**src/rtl/imem_loader_pkg.sv**
```systemverilog
// Shared types and constants for the IMEM loader: FSM state encoding and frame constants.
package imem_loader_pkg;

  localparam logic [7:0]  LOADER_MAGIC   = 8'hA5;
  localparam int unsigned BYTES_PER_WORD = 4;
  localparam int unsigned BYTE_W         = 8;
  localparam int unsigned DATA_W         = BYTES_PER_WORD * BYTE_W;
  localparam int unsigned LEN_W          = 16;

  typedef enum logic [2:0] {
    ST_IDLE,
    ST_MAGIC,
    ST_LEN_LO,
    ST_LEN_HI,
    ST_DATA,
    ST_WRITE,
    ST_DONE,
    ST_ERR
  } state_e;

  // States in which a load is in progress and the CPU is held.
  function automatic logic is_busy(state_e s);
    return (s == ST_MAGIC) || (s == ST_LEN_LO) || (s == ST_LEN_HI) ||
           (s == ST_DATA)  || (s == ST_WRITE);
  endfunction

  // States that accept bytes from the receiver and run the idle timeout.
  function automatic logic is_rx_state(state_e s);
    return (s == ST_MAGIC) || (s == ST_LEN_LO) || (s == ST_LEN_HI) || (s == ST_DATA);
  endfunction

endpackage

```
**src/rtl/imem_loader_word_packer.sv**
```systemverilog
// Packs four little-endian bytes into one word; word_o/full_o reflect the byte being taken now.
module imem_loader_word_packer
  import imem_loader_pkg::*;
(
  input  logic              clk,
  input  logic              rst_n,
  input  logic              clr,
  input  logic [7:0]        byte_i,
  input  logic              take_i,
  output logic [DATA_W-1:0] word_o,
  output logic              full_o
);

  logic [1:0]        lane_q, lane_d;
  logic [DATA_W-1:0] data_q, data_d;

  // New bytes enter at the top, so after four takes byte0 sits in bits [7:0].
  always_comb begin
    lane_d = lane_q;
    data_d = data_q;
    if (clr) begin
      lane_d = 2'd0;
      data_d = '0;
    end else if (take_i) begin
      lane_d = lane_q + 2'd1;
      data_d = {byte_i, data_q[DATA_W-1:BYTE_W]};
    end
  end

  assign word_o = {byte_i, data_q[DATA_W-1:BYTE_W]};
  assign full_o = take_i && !clr && (lane_q == 2'd3);

  always_ff @(posedge clk or negedge rst_n) begin
    if (!rst_n) begin
      lane_q <= 2'd0;
      data_q <= '0;
    end else begin
      lane_q <= lane_d;
      data_q <= data_d;
    end
  end

endmodule

```
**src/rtl/imem_loader.sv**
```systemverilog
// Loads the instruction RAM from a framed byte stream (MAGIC, LEN_LO, LEN_HI, 4N data bytes)
// while holding the CPU; all outputs are registered from the next-state logic.
module imem_loader
  import imem_loader_pkg::*;
#(
  parameter int unsigned ADDR_W      = 14,
  parameter logic [7:0]  MAGIC       = LOADER_MAGIC,
  parameter int unsigned TIMEOUT_CYC = 1_000_000
) (
  input  logic              clk,
  input  logic              rst_n,
  input  logic              start_i,
  input  logic [7:0]        rx_data_i,
  input  logic              rx_valid_i,
  output logic              rx_ready_o,
  output logic              wr_en_o,
  output logic [ADDR_W-1:0] wr_addr_o,
  output logic [DATA_W-1:0] wr_data_o,
  output logic              cpu_hold_o,
  output logic              busy_o,
  output logic              done_o,
  output logic              err_o,
  output logic [ADDR_W:0]   word_cnt_o
);

  localparam int unsigned TO_W      = $clog2(TIMEOUT_CYC) + 1;
  localparam int unsigned MAX_WORDS = 32'd1 << ADDR_W;

  state_e              state_q, state_d;
  logic [ADDR_W:0]     word_cnt_q, word_cnt_d;
  logic [7:0]          len_lo_q, len_lo_d;
  logic [LEN_W-1:0]    len_q, len_d;
  logic [TO_W-1:0]     to_cnt_q, to_cnt_d;
  logic [ADDR_W-1:0]   wr_addr_q, wr_addr_d;
  logic [DATA_W-1:0]   wr_data_q, wr_data_d;
  logic                rx_ready_q, rx_ready_d;
  logic                wr_en_q, wr_en_d;
  logic                hold_q, hold_d;
  logic                busy_q, busy_d;
  logic                done_q, done_d;
  logic                err_q, err_d;

  logic                take, start_ok;
  logic [DATA_W-1:0]   pk_word;
  logic                pk_full;

  assign take     = rx_valid_i && rx_ready_q;
  assign start_ok = start_i && ((state_q == ST_IDLE) || (state_q == ST_DONE) || (state_q == ST_ERR));

  imem_loader_word_packer u_packer (
    .clk    (clk),
    .rst_n  (rst_n),
    .clr    (start_ok),
    .byte_i (rx_data_i),
    .take_i (take && (state_q == ST_DATA)),
    .word_o (pk_word),
    .full_o (pk_full)
  );

  always_comb begin
    state_d    = state_q;
    word_cnt_d = word_cnt_q;
    len_lo_d   = len_lo_q;
    len_d      = len_q;
    wr_addr_d  = wr_addr_q;
    wr_data_d  = wr_data_q;
    to_cnt_d   = '0;

    if (is_rx_state(state_q) && !take) begin
      to_cnt_d = to_cnt_q + TO_W'(1);
    end

    unique case (state_q)
      ST_IDLE, ST_DONE, ST_ERR: begin
        if (start_ok) begin
          state_d    = ST_MAGIC;
          word_cnt_d = '0;
        end
      end
      ST_MAGIC: begin
        if (take) state_d = (rx_data_i == MAGIC) ? ST_LEN_LO : ST_ERR;
      end
      ST_LEN_LO: begin
        if (take) begin
          len_lo_d = rx_data_i;
          state_d  = ST_LEN_HI;
        end
      end
      ST_LEN_HI: begin
        if (take) begin
          len_d = {rx_data_i, len_lo_q};
          if (len_d == '0)                   state_d = ST_DONE;
          else if (32'(len_d) > MAX_WORDS)   state_d = ST_ERR;
          else                               state_d = ST_DATA;
        end
      end
      ST_DATA: begin
        if (pk_full) begin
          wr_addr_d = word_cnt_q[ADDR_W-1:0];
          wr_data_d = pk_word;
          state_d   = ST_WRITE;
        end
      end
      ST_WRITE: begin
        word_cnt_d = word_cnt_q + (ADDR_W+1)'(1);
        state_d    = (32'(word_cnt_q) + 32'd1 == 32'(len_q)) ? ST_DONE : ST_DATA;
      end
      default: state_d = ST_IDLE;
    endcase

    // Idle too long between bytes aborts the load.
    if (is_rx_state(state_q) && !take && (to_cnt_q == TO_W'(TIMEOUT_CYC - 1))) begin
      state_d = ST_ERR;
    end

    rx_ready_d = is_rx_state(state_d);
    wr_en_d    = (state_d == ST_WRITE);
    busy_d     = is_busy(state_d);
    hold_d     = is_busy(state_d);
    done_d     = (state_d == ST_DONE);
    err_d      = (state_d == ST_ERR);
  end

  always_ff @(posedge clk or negedge rst_n) begin
    if (!rst_n) begin
      state_q    <= ST_IDLE;
      word_cnt_q <= '0;
      len_lo_q   <= '0;
      len_q      <= '0;
      to_cnt_q   <= '0;
      wr_addr_q  <= '0;
      wr_data_q  <= '0;
      rx_ready_q <= 1'b0;
      wr_en_q    <= 1'b0;
      hold_q     <= 1'b0;
      busy_q     <= 1'b0;
      done_q     <= 1'b0;
      err_q      <= 1'b0;
    end else begin
      state_q    <= state_d;
      word_cnt_q <= word_cnt_d;
      len_lo_q   <= len_lo_d;
      len_q      <= len_d;
      to_cnt_q   <= to_cnt_d;
      wr_addr_q  <= wr_addr_d;
      wr_data_q  <= wr_data_d;
      rx_ready_q <= rx_ready_d;
      wr_en_q    <= wr_en_d;
      hold_q     <= hold_d;
      busy_q     <= busy_d;
      done_q     <= done_d;
      err_q      <= err_d;
    end
  end

  assign rx_ready_o = rx_ready_q;
  assign wr_en_o    = wr_en_q;
  assign wr_addr_o  = wr_addr_q;
  assign wr_data_o  = wr_data_q;
  assign cpu_hold_o = hold_q;
  assign busy_o     = busy_q;
  assign done_o     = done_q;
  assign err_o      = err_q;
  assign word_cnt_o = word_cnt_q;

endmodule

```
**config.mk**
```make
export PLATFORM = sky130hd
export DESIGN_NAME = imem_loader
export DESIGN_NICKNAME = d
export VERILOG_FILES = /design/src/rtl/imem_loader_pkg.sv /design/src/rtl/imem_loader_word_packer.sv /design/src/rtl/imem_loader.sv
export SDC_FILE = /design/constraint.sdc
export NUM_CORES = 1
export LEC_CHECK = 0
export CAP_MARGIN = 20
export CORE_MARGIN = 2
export CORE_UTILIZATION = 50
export DETAILED_ROUTE_END_ITERATION = 10
export MAX_ROUTING_LAYER = met4
export PLACE_DENSITY = 0.76
export SLEW_MARGIN = 15
export SYNTH_ARGS = -nofsm -noshare
export SYNTH_HDL_FRONTEND = slang
export SYNTH_SLANG_ARGS = --single-unit
```
**constraint.sdc**
```tcl
create_clock -name clk -period 2.5 [get_ports clk]
set_clock_uncertainty 0.2 [all_clocks]
set_input_delay 0.625 -clock clk [delete_from_list [all_inputs] [get_ports clk]]
set_output_delay 0.625 -clock clk [all_outputs]
set_load 0.02 [all_outputs]
```
==> Yosys cells after proc, flatten, opt, wreduce, memory -nomap -nowiden <==
Index checks and enable logic that the tools add are counted.
W data, S select, Z words.
{ "op_classes": {"n_addsub": 4, "n_lt_le_gt_ge": 1, "eq_ne": 19, "muxes": 18, "reduce_logical": 27} }
{ "op_table": {"columns": ["operator", "count"], "rows": [
  ["$mux W32", 2],
  ["$pmux W15 S2", 1],
  ["$eq A3 B3 Y1 const B", 8],
  ["$add A21 B1 Y21 const B", 1],
  ["$eq A21 B20 Y1 const B", 1],
  ["$mux W21", 1],
  ["$mux W3", 7],
  ["$pmux W3 S6", 1],
  ["$add A15 B1 Y16 const B", 1],
  ["$eq A16 B16 Y1", 1],
  ["$gt A16 B15 Y1 const B", 1],
  ["$logic_not A16 Y1", 1],
  ["$add A15 B1 Y15 const B", 1],
  ["$mux W15", 1],
  ["$eq A3 B2 Y1 const B", 4],
  ["$mux W2", 5],
  ["$logic_or A1 B1 Y1", 9],
  ["$eq A8 B8 Y1 const B", 1],
  ["$reduce_and A2 Y1", 4],
  ["$logic_and A1 B1 Y1", 7],
  ["$eq A3 B1 Y1 const B", 2],
  ["$reduce_bool A2 Y1", 2],
  ["$logic_not A3 Y1", 1],
  ["$reduce_or A3 Y1", 1],
  ["4 further kinds", 5]
]} }
{ "totals": {"reg_bits": 148, "out_inout_bits": 67, "wordCells": 83} }

==> Longest topological paths before layout <==
Gate-level depths: netlist of the first run.
{ "logic_depth": {"word_depth": 15, "depth_mapped": 9} }

==> Cells and area by module <==
From an unflattened synthesis of the first run, not the netlist that was laid out.
{ "unflattened": {"hier_cells": 554, "area_unflattened_um2": 6447.4} }
{ "by_module_without_submodules": {"columns": ["module", "instances", "cells_per_inst", "area_each_um2", "seq_area_each_um2"], "rows": [
  ["imem_loader", 1, 459, 5291.3, 2852.7],
  ["imem_loader_word_packer", 1, 95, 1156.1, 650.6]
]} }

==> Worst setup path before layout of the first run <==
No wires, ideal clock.
{ "synth_timing": {"kind": "reg-to-reg", "startpoint": "register word_cnt_q[1] (netlist: word_cnt_o[1])", "endpoint": "register done_q (netlist: done_o)", "setup_ns": 0.080, "t_arrival_ns": 2.457, "setup_slack_ns": -0.237, "path_stages_with_launch": 10, "cell_sequence": "dfrtp_1 ha_1 buf_2 nand3_1 or4_1 a21oi_1 o22ai_1 a2111oi_2 or2_1 nor3b_2"} }
{ "synth_between": {"elab_chain_len": 6} }
{ "synth_lines": {"columns": ["element", "line", "text"], "rows": [
  ["start, declared", "imem_loader.sv:30", "logic [ADDR_W:0] word_cnt_q, word_cnt_d;"],
  ["start signal, assigned", "imem_loader.sv:141", "word_cnt_q <= word_cnt_d;"],
  ["$add A15 B1 Y16", "imem_loader.sv:106", "state_d = (32'(word_cnt_q) + 32'd1 == 32'(len_q)) ? ST_DONE : ST_DATA;"],
  ["$eq A16 B16 Y1", "imem_loader.sv:106", null],
  ["$mux W2", "imem_loader.sv:106", null],
  ["$pmux W3 S6", "imem_loader.sv:73", "unique case (state_q)"],
  ["$mux W3", "imem_loader.sv:112", "if (is_rx_state(state_q) && !take && (to_cnt_q == TO_W'(TIMEOUT_CYC - 1))) begin"],
  ["via state_d[1]", "imem_loader.sv:29", "state_e state_q, state_d;"],
  ["$eq A3 B3 Y1", "imem_loader.sv:120", "done_d = (state_d == ST_DONE);"],
  ["via done_d", "imem_loader.sv:40", "logic done_q, done_d;"],
  ["end signal, assigned", "imem_loader.sv:151", "done_q <= done_d;"],
  ["end, declared", "imem_loader.sv:40", null]
]} }
The timed path passes the listed nets, and every way through them passes these cells.
A chain may end at the register's enable or synchronous reset.

==> Final worst setup path of the first run <==
Ends and elaborated chain as after synthesis.

==> results.txt, run 1 <==
----------------------------------------------------
[Timing]
  Worst-margin pin slew ... about 0.66 ns
  Tightest hold margin ... roughly 0.28 ns
  Total Negative Setup Slacks ... 0 ns
  Unrepaired setup endpoints after global routing ... yes
  Number of hold violations in the final report ... 0
  Setup violations, final ... 0
  Setup ws final ... between 0.03 and 0.04 ns
  Maximum achievable frequency ... 0.406 GHz
  Period utilisation layout ... 0.986
  Post-layout minimum cycle time ... 2.46 ns
  Max Transition Viols Final ... 0
  Max_slew headroom ... 0.561

[Worst setup path]
  Launching element type of the critical path ... flip-flop
  Req. time, crit path ... ~2.6 ns
  Launch point of the worst path ... word_cnt_o[1]$_DFFE_PN0P_
  R2r setup slk ... 0.04 ns
  Cell depth of the worst flop-to-flop path ... 8
  Series of cell instances along the critical path ... ha_4 > nand2_4 > or4_4 > o311ai_4 > o22ai_2 > a2111oi_4 > or2_1 > nor3b_2
  Worst Path Arrival ... around 2.6 ns
  Biggest fanout along the worst timing path ... 5
  Crit Reg-Reg Startpoint ... word_cnt_o[1]$_DFFE_PN0P_
  Family with the most delay on the worst path ... simple AND/OR/NAND/NOR gates
  Critical path capture point type ... flip-flop
  Critical path's slowest cell ... or4_4
  Crit path buf inv count ... 0
  Critical path start-end classification ... flip-flop to flip-flop
  Crit Reg-Reg Endpoint ... done_o$_DFF_PN0_
  Largest stage delay on the critical path ... around 0.44 ns

[Clock tree]
  Root buffer cell ... clkbuf_16
  Number of buffers created by CTS ... 17
  CTS clk-pin slew, worst paths ... approximately 0.06 ns
  Later-pin clock latency in the skew report ... 0.42 ns
  Count of clock tree sinks ... 140
  Clock tree from TritonCTS ... yes
  Number of H-tree levels ... 4
  Clock Path Buffers ... 2

[Final layout]
  Count of filler cells inserted in the layout ... ~880
  End-of-flow core utilization ... 0.690
  Share of cells above drive strength 1 ... 0.287
  Fin nets ... between 600 and 700
  Sequential cell area in the final layout ... approximately 0.0035 mm^2
  Area grow syn2layout ... 36.4%
  Antenna Diode Count ... 0
  Total area of multi-input combinational cells ... ~0.0028 mm^2

[Global route]
  Initial antenna violation count ... 0
  Global-route usage over all layers ... 0.254
  Met3 track demand over resource in global routing ... 0.0597
  Maximum number of pins on one net before global-route repair ... 55
  Wire length of the first global-routing pass ... ~25000 um
  Top Usage Layer GRT ... met2
  Global-route met1 utilization ... 0.345
  Overflow left after global routing ... 0
  Vias in the first global route ... about 4900
  Met2 Resource Use GR ... 0.376

[Yosys]
  EDFF count, synth ... 0
  Flop and latch count out of synthesis ... 140
  Mapped Cells ... about 540
  Number of warnings reported in the yosys synthesis log ... 0
  Avg Cell Area, Syn ... ~12 um^2
  Syn Std Cell Area ... 0.00630 mm^2
  Sequential fraction of the synthesis area ... 0.556
  Synth Net Count ... ~560
  Fraction of registers with async set or reset after synthesis ... 1.00
  Commonest register cell after synthesis ... dfrtp_1
  Synth unique cells ... 51

[Min path]
  Hold worst-path end ... to_cnt_q[0]$_DFF_PN0_
  Startpoint of the worst hold path ... to_cnt_q[0]$_DFF_PN0_
  Hold Path Depth ... 1
  Class of the tightest hold or removal check ... flip-flop to flip-flop

[Status]
  Outcome ... finished clean

[Detailed routing]
  Length of the first detailed-routing pass in iterations ... 5
  # DRC ... 0
  Vias per cell ... approximately 5.6
  Routed WL ... around 15000 um
  DR vias ... 4787
  Antenna Violating Nets Remaining ... 0
  First-iteration detailed-routing DRC count ... 346
  Routed length per instance ... ~18 um

[Placement]
  Detailed-placement wirelength estimate ... roughly 11000 um
  GP Congestion ... a little under 0.9
  Post-place setup slack ... -0.311 ns
  IO Port Bufs ... 78

[Die]
  Initial Utilization ... 0.506
  Die X-Extent ... around 120 um
  Number of standard-cell rows in the floorplan ... 41
  Die area ... 0.0135 mm^2
  Core box area ... around 0.012 mm^2
  Die Span Y ... around 120 um
  Io pins ... 79

[Power]
  Overall power after layout ... approximately 0.0085 W
  Ratio of total power to cell area ... around 990 mW/mm^2
  Peak ir drop on the vdd network ... roughly 660 uV
  Leakage ... just under 4 nW

[Run]
  Max-Cap Viols ... 0

----------------------------------------------------
-- routing by layer --
metal  part of all wire  wire length, um
met1               0.46             7160
met2               0.47             7280
met3              0.045              702
met4              0.021              321
met5                  0                0
-- metrics by stage --
step                      std cells  instance area, um^2
after floorplan                 541                 6420
after global routing            859                 8600
after global placement          820                 7790
final                           859                 8600
after CTS                       853                 8510
after detailed placement        820                 7790
-- layout make-up --
cell class,instances,share of cell area
Sequential cell,140,0.409
Multi-Input combinational cell,361,0.326
Timing Repair Buffer,144,0.157
Clock buffer,18,0.0511
Clock inverter,13,0.0275
Tap cell,172,0.0250
Inverter,11,0.00480
-- layout by cell type (no fill, tap or decap), types with 3 or more instances in the layout --
master and count:
bufinv_16 6, clkbuf_16 17, nand2b_1 4, a22o_1 26, nand2_1 33, nor3_1 4
buf_12 5, o21ai_0 27, o31ai_1 5, dfrtp_1 132, mux2_2 68, and3_1 9
xor2_1 20, o22ai_1 3, a21o_1 3, a21oi_1 9, nand4_1 11, buf_6 3
dfrtp_2 8, nor2_1 40, or3_1 7, o211ai_1 3, inv_6 3, buf_4 58
nand3_1 14, and4_1 3, nor4_2 4, nor4b_1 3, xnor2_1 19, clkdlybuf4s50_1 76
inv_1 11, and2_1 4
-- report_power, final --
| part | switching, W | leakage, nW | internal [W] |
|---|---|---|---|
| logic | 0.00127 | 1.74 | 0.00114 |
| clock network | 0.000987 | 0.327 | 0.00190 |
| registers | 0.000448 | 1.89 | 0.00275 |
-- synthesized netlist by cell type (4+ instances only) --
| cell | count | share of area |
|---|---|---|
| nand4_1 | 11 | 0.011 |
| nor3_1 | 6 | 0.0048 |
| o31ai_1 | 5 | 0.0060 |
| and3_1 | 9 | 0.0089 |
| xnor2_1 | 19 | 0.026 |
| xor2_1 | 20 | 0.028 |
| or3_1 | 7 | 0.0069 |
| a21oi_1 | 10 | 0.0079 |
| buf_2 | 6 | 0.0048 |
| nor2_1 | 40 | 0.024 |
| a22o_1 | 26 | 0.036 |
| o22ai_1 | 4 | 0.0040 |
| inv_1 | 11 | 0.0065 |
| nand2_1 | 35 | 0.021 |
| clkbuf_1 | 20 | 0.012 |
| and2_1 | 4 | 0.0040 |
| nand2b_1 | 4 | 0.0040 |
| mux2_2 | 68 | 0.12 |
| nand3_1 | 15 | 0.012 |
| dfrtp_1 | 140 | 0.56 |
| o21ai_0 | 28 | 0.022 |
| nor4_1 | 7 | 0.0069 |
-- state kept, by name (all words and copies together) (netlist names), 2 cells and up --
| name | count |
|---|---|
| wr_data_o | 32 |
| u_packer.data_q | 24 |
| to_cnt_q | 21 |
| len_q | 16 |
| word_cnt_o | 15 |
| wr_addr_o | 14 |
| len_lo_q | 8 |
| state_q | 3 |
| u_packer.lane_q | 2 |
-- how the worst max path moves through the flow --
stage,to,cells after the start
2_1_floorplan,done_o$_DFF_PN0_,8
3_3_place_gp,done_o$_DFF_PN0_,8
3_5_place_dp,busy_o$_DFF_PN0_,8
4_1_cts,word_cnt_o[3],2
5_1_grt,done_o$_DFF_PN0_,8
6_report,done_o$_DFF_PN0_,8
-- cell families (layout without fill, tap and decap cells) --
family	Yosys count	after routing	synth area share
AO/OA/AOI/OAI	92	92	0.103
buffers and inverters	40	186	0.0262
AND/OR/NAND/NOR	157	157	0.131
multiplexers	70	70	0.125
XOR/XNOR	39	39	0.0542
flip-flops	140	140	0.556
adder cells (fa/ha/maj)	3	3	0.00595
-- what timing repair did --
item,4_1_cts,5_1_grt
hold buffers,1,0
hold endpoints to repair,51,0
gates resized for setup,4,11
pin swaps,3,7
buffers inserted,1,6
endpoints found under the setup margin,3,6
(Power assumes the default switching activity.)
==> run 2, diff against run 1 <==
--- a/config.mk
+++ b/config.mk
@@ -6,6 +6,7 @@
 export NUM_CORES = 1
 export LEC_CHECK = 0
 export CAP_MARGIN = 20
+export CORE_ASPECT_RATIO = 0.7
 export CORE_MARGIN = 2
 export CORE_UTILIZATION = 50
 export DETAILED_ROUTE_END_ITERATION = 10
==> run 2 against run 1 <==
Sequential share of layout area up 0.27 points. Combinational power up 2%. Die area up 0.11%. Largest power group unchanged.
==> results.txt, run 2 (synthesis gave the netlist of run 1 again) <==
----------------------------------------------------
[Worst setup path]
  Crit Reg-Reg Startpoint ... word_cnt_o[1]$_DFFE_PN0P_
  Family with the most delay on the worst path ... buffers and inverters
  Launching element type of the critical path ... flip-flop
  Req. time, crit path ... around 1.7 ns
  Launch point of the worst path ... word_cnt_o[12]$_DFFE_PN0P_
  Critical path capture point type ... primary output
  Largest stage delay on the critical path ... ~0.64 ns
  Biggest fanout along the worst timing path ... 5
  R2r setup slk ... approximately 0.060 ns
  Critical path start-end classification ... flip-flop to primary output
  Cell depth of the worst flop-to-flop path ... 8
  Critical path depth in cells ... 2
  Series of cell instances along the critical path ... buf_4 > clkdlybuf4s50_1
  Worst Path Arrival ... between 1.5 and 2 ns
  Crit path buf inv count ... 2
  Critical path's slowest cell ... clkdlybuf4s50_1
  End point of the critical path ... word_cnt_o[12]
  Crit Reg-Reg Endpoint ... done_o$_DFF_PN0_

[Timing]
  Tightest hold margin ... 0.284 ns
  Period utilisation layout ... 0.984
  Worst-margin pin slew ... approximately 0.72 ns
  Maximum achievable frequency ... 0.406 GHz
  Setup ws final ... 0.0389 ns
  Max Transition Viols Final ... 0
  Number of hold violations in the final report ... 0
  Unrepaired setup endpoints after global routing ... yes
  Max_slew headroom ... 0.522
  Setup violations, final ... 0
  Post-layout minimum cycle time ... between 2 and 2.5 ns

[Die]
  Die X-Extent ... 138 um
  Initial Utilization ... 0.509
  Io pins ... a little under 80
  Die area ... about 0.014 mm^2
  Die Span Y ... between 90 and 100 um
  Core box area ... between 0.01 and 0.015 mm^2
  Number of standard-cell rows in the floorplan ... 34

[Final layout]
  Fin nets ... 690
  Area grow syn2layout ... 35.5%
  Count of filler cells inserted in the layout ... 867
  Commonest non-fill, non-tap cell in the layout ... dfrtp_1
  Flip-flop count of the largest register, all copies and words added ... 32
  Final Cell Area ... between 0.008 and 0.009 mm^2
  Most frequent cells in the layout ... dfrtp_1 (131), clkdlybuf4s50_1 (74), mux2_2 (68), buf_4 (57), nor2_1 (40)
  Antenna Diode Count ... 0
  Share of cells above drive strength 1 ... 0.298

[Clock tree]
  Number of buffers created by CTS ... 17
  Count of clock tree sinks ... 140
  Clock tree from TritonCTS ... yes
  Clock Path Buffers ... 2
  Later-pin clock latency in the skew report ... about 0.42 ns
  Root buffer cell ... clkbuf_16
  Number of H-tree levels ... 4
  CTS clk-pin slew, worst paths ... ~0.06 ns

[Detailed routing]
  # DRC ... 0
  First-iteration detailed-routing DRC count ... between 400 and 500
  Routed length per instance ... 19.0 um
  Vias per cell ... 5.73
  Antenna Violating Nets Remaining ... 0
  DR vias ... 4869
  Routed WL ... 16200 um
  Length of the first detailed-routing pass in iterations ... 5

[Global route]
  Maximum number of pins on one net before global-route repair ... 47
  Wire length of the first global-routing pass ... 26300 um
  Initial antenna violation count ... 0
  Overflow left after global routing ... 0
  Vias in the first global route ... approximately 4900
  Global-route usage over all layers ... 0.255

[Placement]
  IO Port Bufs ... just under 80
  Placed cell area ... a little under 0.008 mm^2
  Post-place setup slack ... -0.357 ns
  GP Congestion ... 0.990
  Detailed-placement wirelength estimate ... ~11000 um

[Power]
  Combinational group share of total power ... 0.304
  Fraction of power consumed by the clock network ... 0.302
  Internal power contribution ... ~0.0054 W
  Ratio of total power to cell area ... ~960 mW/mm^2
  Peak ir drop on the vdd network ... roughly 670 uV
  Fraction of power consumed by sequential logic ... 0.394
  Net Sw Frac ... 0.345
  Net switching power ... about 0.0028 W
  Leakage ... 3.96 nW
  Overall power after layout ... about 0.0082 W

[Run]
  Max-Cap Viols ... 0

[Min path]
  Startpoint of the worst hold path ... wr_addr_o[11]$_DFFE_PN0P_
  Hold Path Depth ... 2
  Class of the tightest hold or removal check ... flip-flop to flip-flop

[Status]
  Outcome ... finished clean

----------------------------------------------------
run 2: changes by cell type in the layout (fill, tap and decap cells not counted), sizes merged:
| cell | change |
|---|---|
| bufinv | -5 |
| clkdlybuf4s50 | -2 |
| clkinv | +2 |
| dlymetal6s2s | +2 |
| inv | +2 |
| clkbuf | +1 |
| clkinvlp | +1 |
run 2: repair_timing:
action	CTS	global route
resized for setup	5	21
endpoints found under the setup margin	3	5
endpoints found under the hold margin	38	0
setup buffers	2	6
pin swaps	3	12
hold buffers	1	0
run 2: tightest hold or removal path, delay by kind of cell (launching register included):
family	cells	cell delay (ns)
DFF	1	0.34
AOI/OAI and AO/OA	1	0.06
and+or+nand+nor	1	0.05
run 2: power groups by stage:
stage | sequential (W) | clock (W) | combinational, W
6_report | 0.00322 | 0.00247 | 0.00248
5_1_grt | 0.00327 | 0.00262 | 0.00267
4_1_cts | 0.00320 | 0.00250 | 0.00234
3_5_place_dp | 0.00321 | 0 | 0.00231
3_3_place_gp | 0.00320 | 0 | 0.00223
2_1_floorplan | 0.00319 | 0 | 0.00136
run 2: cell type report:
cell class	instances	area, um^2	area share
flip-flops and latches	140	3510	0.411
clock inverters	13	131	0.0154
repair buffers	144	1360	0.159
multi-input cells	361	2840	0.332
inverters	11	41.3	0.00483
well taps	162	203	0.0237
clock buffers	19	453	0.0530
run 2: layer usage:
metal | up-vias | part of all wire | GRT usage
met2 | 200 | 0.44 | 0.351
met3 | 27 | 0.080 | 0.0652
met5 | - | 0 | -
met4 | 0 | 0.014 | 0.0816
met1 | 2432 | 0.46 | 0.370
li1 | 2210 | - | -
run 2: stage by stage:
stage | util | setup TNS, ns | instances
after floorplan | - | 0 | 541
after global placement | 0.627 | -2.95 | 809
after detailed placement | 0.627 | -3.96 | 809
after CTS | 0.679 | -0.00177 | 844
after global routing | 0.690 | -0.103 | 850
final | 0.690 | 0 | 850
run 2: worst min-delay path by stage:
stage,end
finish,wr_addr_o[11]$_DFFE_PN0P_
global route,to_cnt_q[0]$_DFF_PN0_
CTS,to_cnt_q[0]$_DFF_PN0_
global placement,wr_addr_o[12]$_DFFE_PN0P_
floorplan,busy_o$_DFF_PN0_
detailed placement,wr_addr_o[11]$_DFFE_PN0P_
==> run 3, diff against run 2 <==
--- a/config.mk
+++ b/config.mk
@@ -6,7 +6,6 @@
 export NUM_CORES = 1
 export LEC_CHECK = 0
 export CAP_MARGIN = 20
-export CORE_ASPECT_RATIO = 0.7
 export CORE_MARGIN = 2
 export CORE_UTILIZATION = 50
 export DETAILED_ROUTE_END_ITERATION = 10
==> results of run 3 <==
Final layout, timing and power as in run 1 (identical DEF).
==> variant, RTL diff (config.mk and constraints of run 1) <==
Re-encode `state_e` (8 states) as one-hot, 8 bits wide.
--- a/src/rtl/imem_loader_pkg.sv
+++ b/src/rtl/imem_loader_pkg.sv
@@ -9,11 +9,11 @@
 
-  typedef enum logic [2:0] {
-    ST_IDLE,
-    ST_MAGIC,
-    ST_LEN_LO,
-    ST_LEN_HI,
-    ST_DATA,
-    ST_WRITE,
-    ST_DONE,
-    ST_ERR
+  typedef enum logic [7:0] {
+    ST_IDLE   = 8'b00000001,
+    ST_MAGIC  = 8'b00000010,
+    ST_LEN_LO = 8'b00000100,
+    ST_LEN_HI = 8'b00001000,
+    ST_DATA   = 8'b00010000,
+    ST_WRITE  = 8'b00100000,
+    ST_DONE   = 8'b01000000,
+    ST_ERR    = 8'b10000000
   } state_e;
Formal check against the unedited RTL: same outputs for any inputs over 10 cycles, from zero or initial values and one cycle with rst_n low; not proved beyond that.
==> variant against run 1 <==
  * Sequential cell count grew 5
  * Worst setup slack lost 0.043 ns
  * The flow now finishes with violations (negative setup slack)
  * Design area grew 2.4%
  * Critical endpoint is now rx_ready_o
  * Synthesized area grew 6.1%
  * Routed wire length grew 6.2%
  * Die area grew 5.8%
  * First-iteration DRC count shrank 2.6%
  * Count of clock-buffer cells in the layout grew 1
  * Critical path type unchanged
  * Utilization shrank 1.9 points
Power is not compared: it rests on default switching activity, and its combinational part moved more than twofold at a synthesized area within 25%.
==> variant: results (changes against run 1) <==
{
  "status": {
    "run_status": "complete, but fails checks",
    "violations_in_the_final_reports": "negative setup slack"
  },
  "place": {
    "post-dp-hpwl": {"value": 11.23, "unit": "mm", "change": "+4.8%"},
    "dp_slack": {"value": -0.09038, "unit": "ns", "change": "+0.2210 ns"}
  },
  "setup_path": {
    "critical_path_peak_fanout": {"value": 7, "change": "+2"},
    "cp_slowest_cell": "sky130_fd_sc_hd__dfrtp_2"
  },
  "timing": {
    "report.final.setup_viol": {"value": 4, "change": "+4"},
    "fin_tns_setup": {"value": -0.01447, "unit": "ns", "change": "-0.01447 ns"},
    "final_critical_path_setup_slack": {"value": -0.007238, "unit": "ns", "change": "-0.04339 ns"}
  },
  "layout": {
    "layout.clock.cell_area_share": {"value": 6.750, "unit": "%", "change": "-1.1 points"},
    "signal_buffers": {"value": 149, "change": "+3.5%"},
    "bufAreaShareNonClock": {"value": 15.93, "unit": "%", "change": "+0.20 points"},
    "register_area": {"value": 3636, "unit": "µm²", "change": "+3.5%"},
    "final_layout_size_suffix_gt1_share": {"value": 25.39, "unit": "%", "change": "-3.3 points"},
    "final_cell_count_no_fill": {"value": 944, "change": "+9.9%"},
    "combined_area_of_the_multi_input_logic_cells": {"value": 2929, "unit": "µm²", "change": "+4.6%"}
  },
  "global_route": {
    "grt_max_degree": {"value": 41, "change": "-25%"},
    "grtUsageMet1": {"value": 33.22, "unit": "%", "change": "-1.3 points"},
    "grtUsageMet2": {"value": 38.75, "unit": "%", "change": "+1.1 points"},
    "first_global_vias": {"value": 5427, "change": "+11%"}
  },
  "logic_synthesis": {
    "synth_cell_types": {"value": 53, "change": "+3.9%"},
    "synth.ff_latch_count": {"value": 145, "change": "+3.6%"},
    "mappedNetlistNets": {"value": 638, "change": "+15%"},
    "ys_seq_area_share": {"value": 54.29, "unit": "%", "change": "-1.3 points"}
  },
  "die": {
    "fp.coreArea": {"value": 13140, "unit": "µm²", "change": "+5.4%"}
  },
  "detailed_routing": {
    "starting_drc_count_in_detailed_routing": {"value": 337, "change": "-2.6%"},
    "wirelength_met1": {"value": 7.302, "unit": "mm", "change": "+2.0%"}
  }
}
## variant: cell count changes after synthesis, sizes merged, moves of 5 or more
cell | run 1 | this run
nand4 | 12 | 6
a31oi | 0 | 5
nand2 | 35 | 85
o21ai | 28 | 60
a22o | 26 | 0
nor2 | 41 | 50
inv | 11 | 6
a21oi | 10 | 17
## variant: path summary, 6_finish.rpt
check / to / slack [ns]
setup / recovery: rx_ready_o / -0.007
hold / removal: to_cnt_q[0] / 0.30
setup reg to reg: rx_ready_o / -0.007
hold reg to reg: to_cnt_q[0] / 0.30
max in group asynchronous: wr_data_o[27] / 0.88
min in group asynchronous: len_lo_q[7] / 0.48
## variant: power groups by stage
| stage | registers (µW) | logic, µW | clock network, µW |
|---|---|---|---|
| 6_report | 2440 | 635 | 2560 |
| 5_1_grt | 2450 | 693 | 2690 |
| 4_1_cts | 2440 | 631 | 2590 |
| 3_5_place_dp | 2480 | 626 | 0 |
| 3_3_place_gp | 2480 | 614 | 0 |
| 2_1_floorplan | 2480 | 333 | 0 |
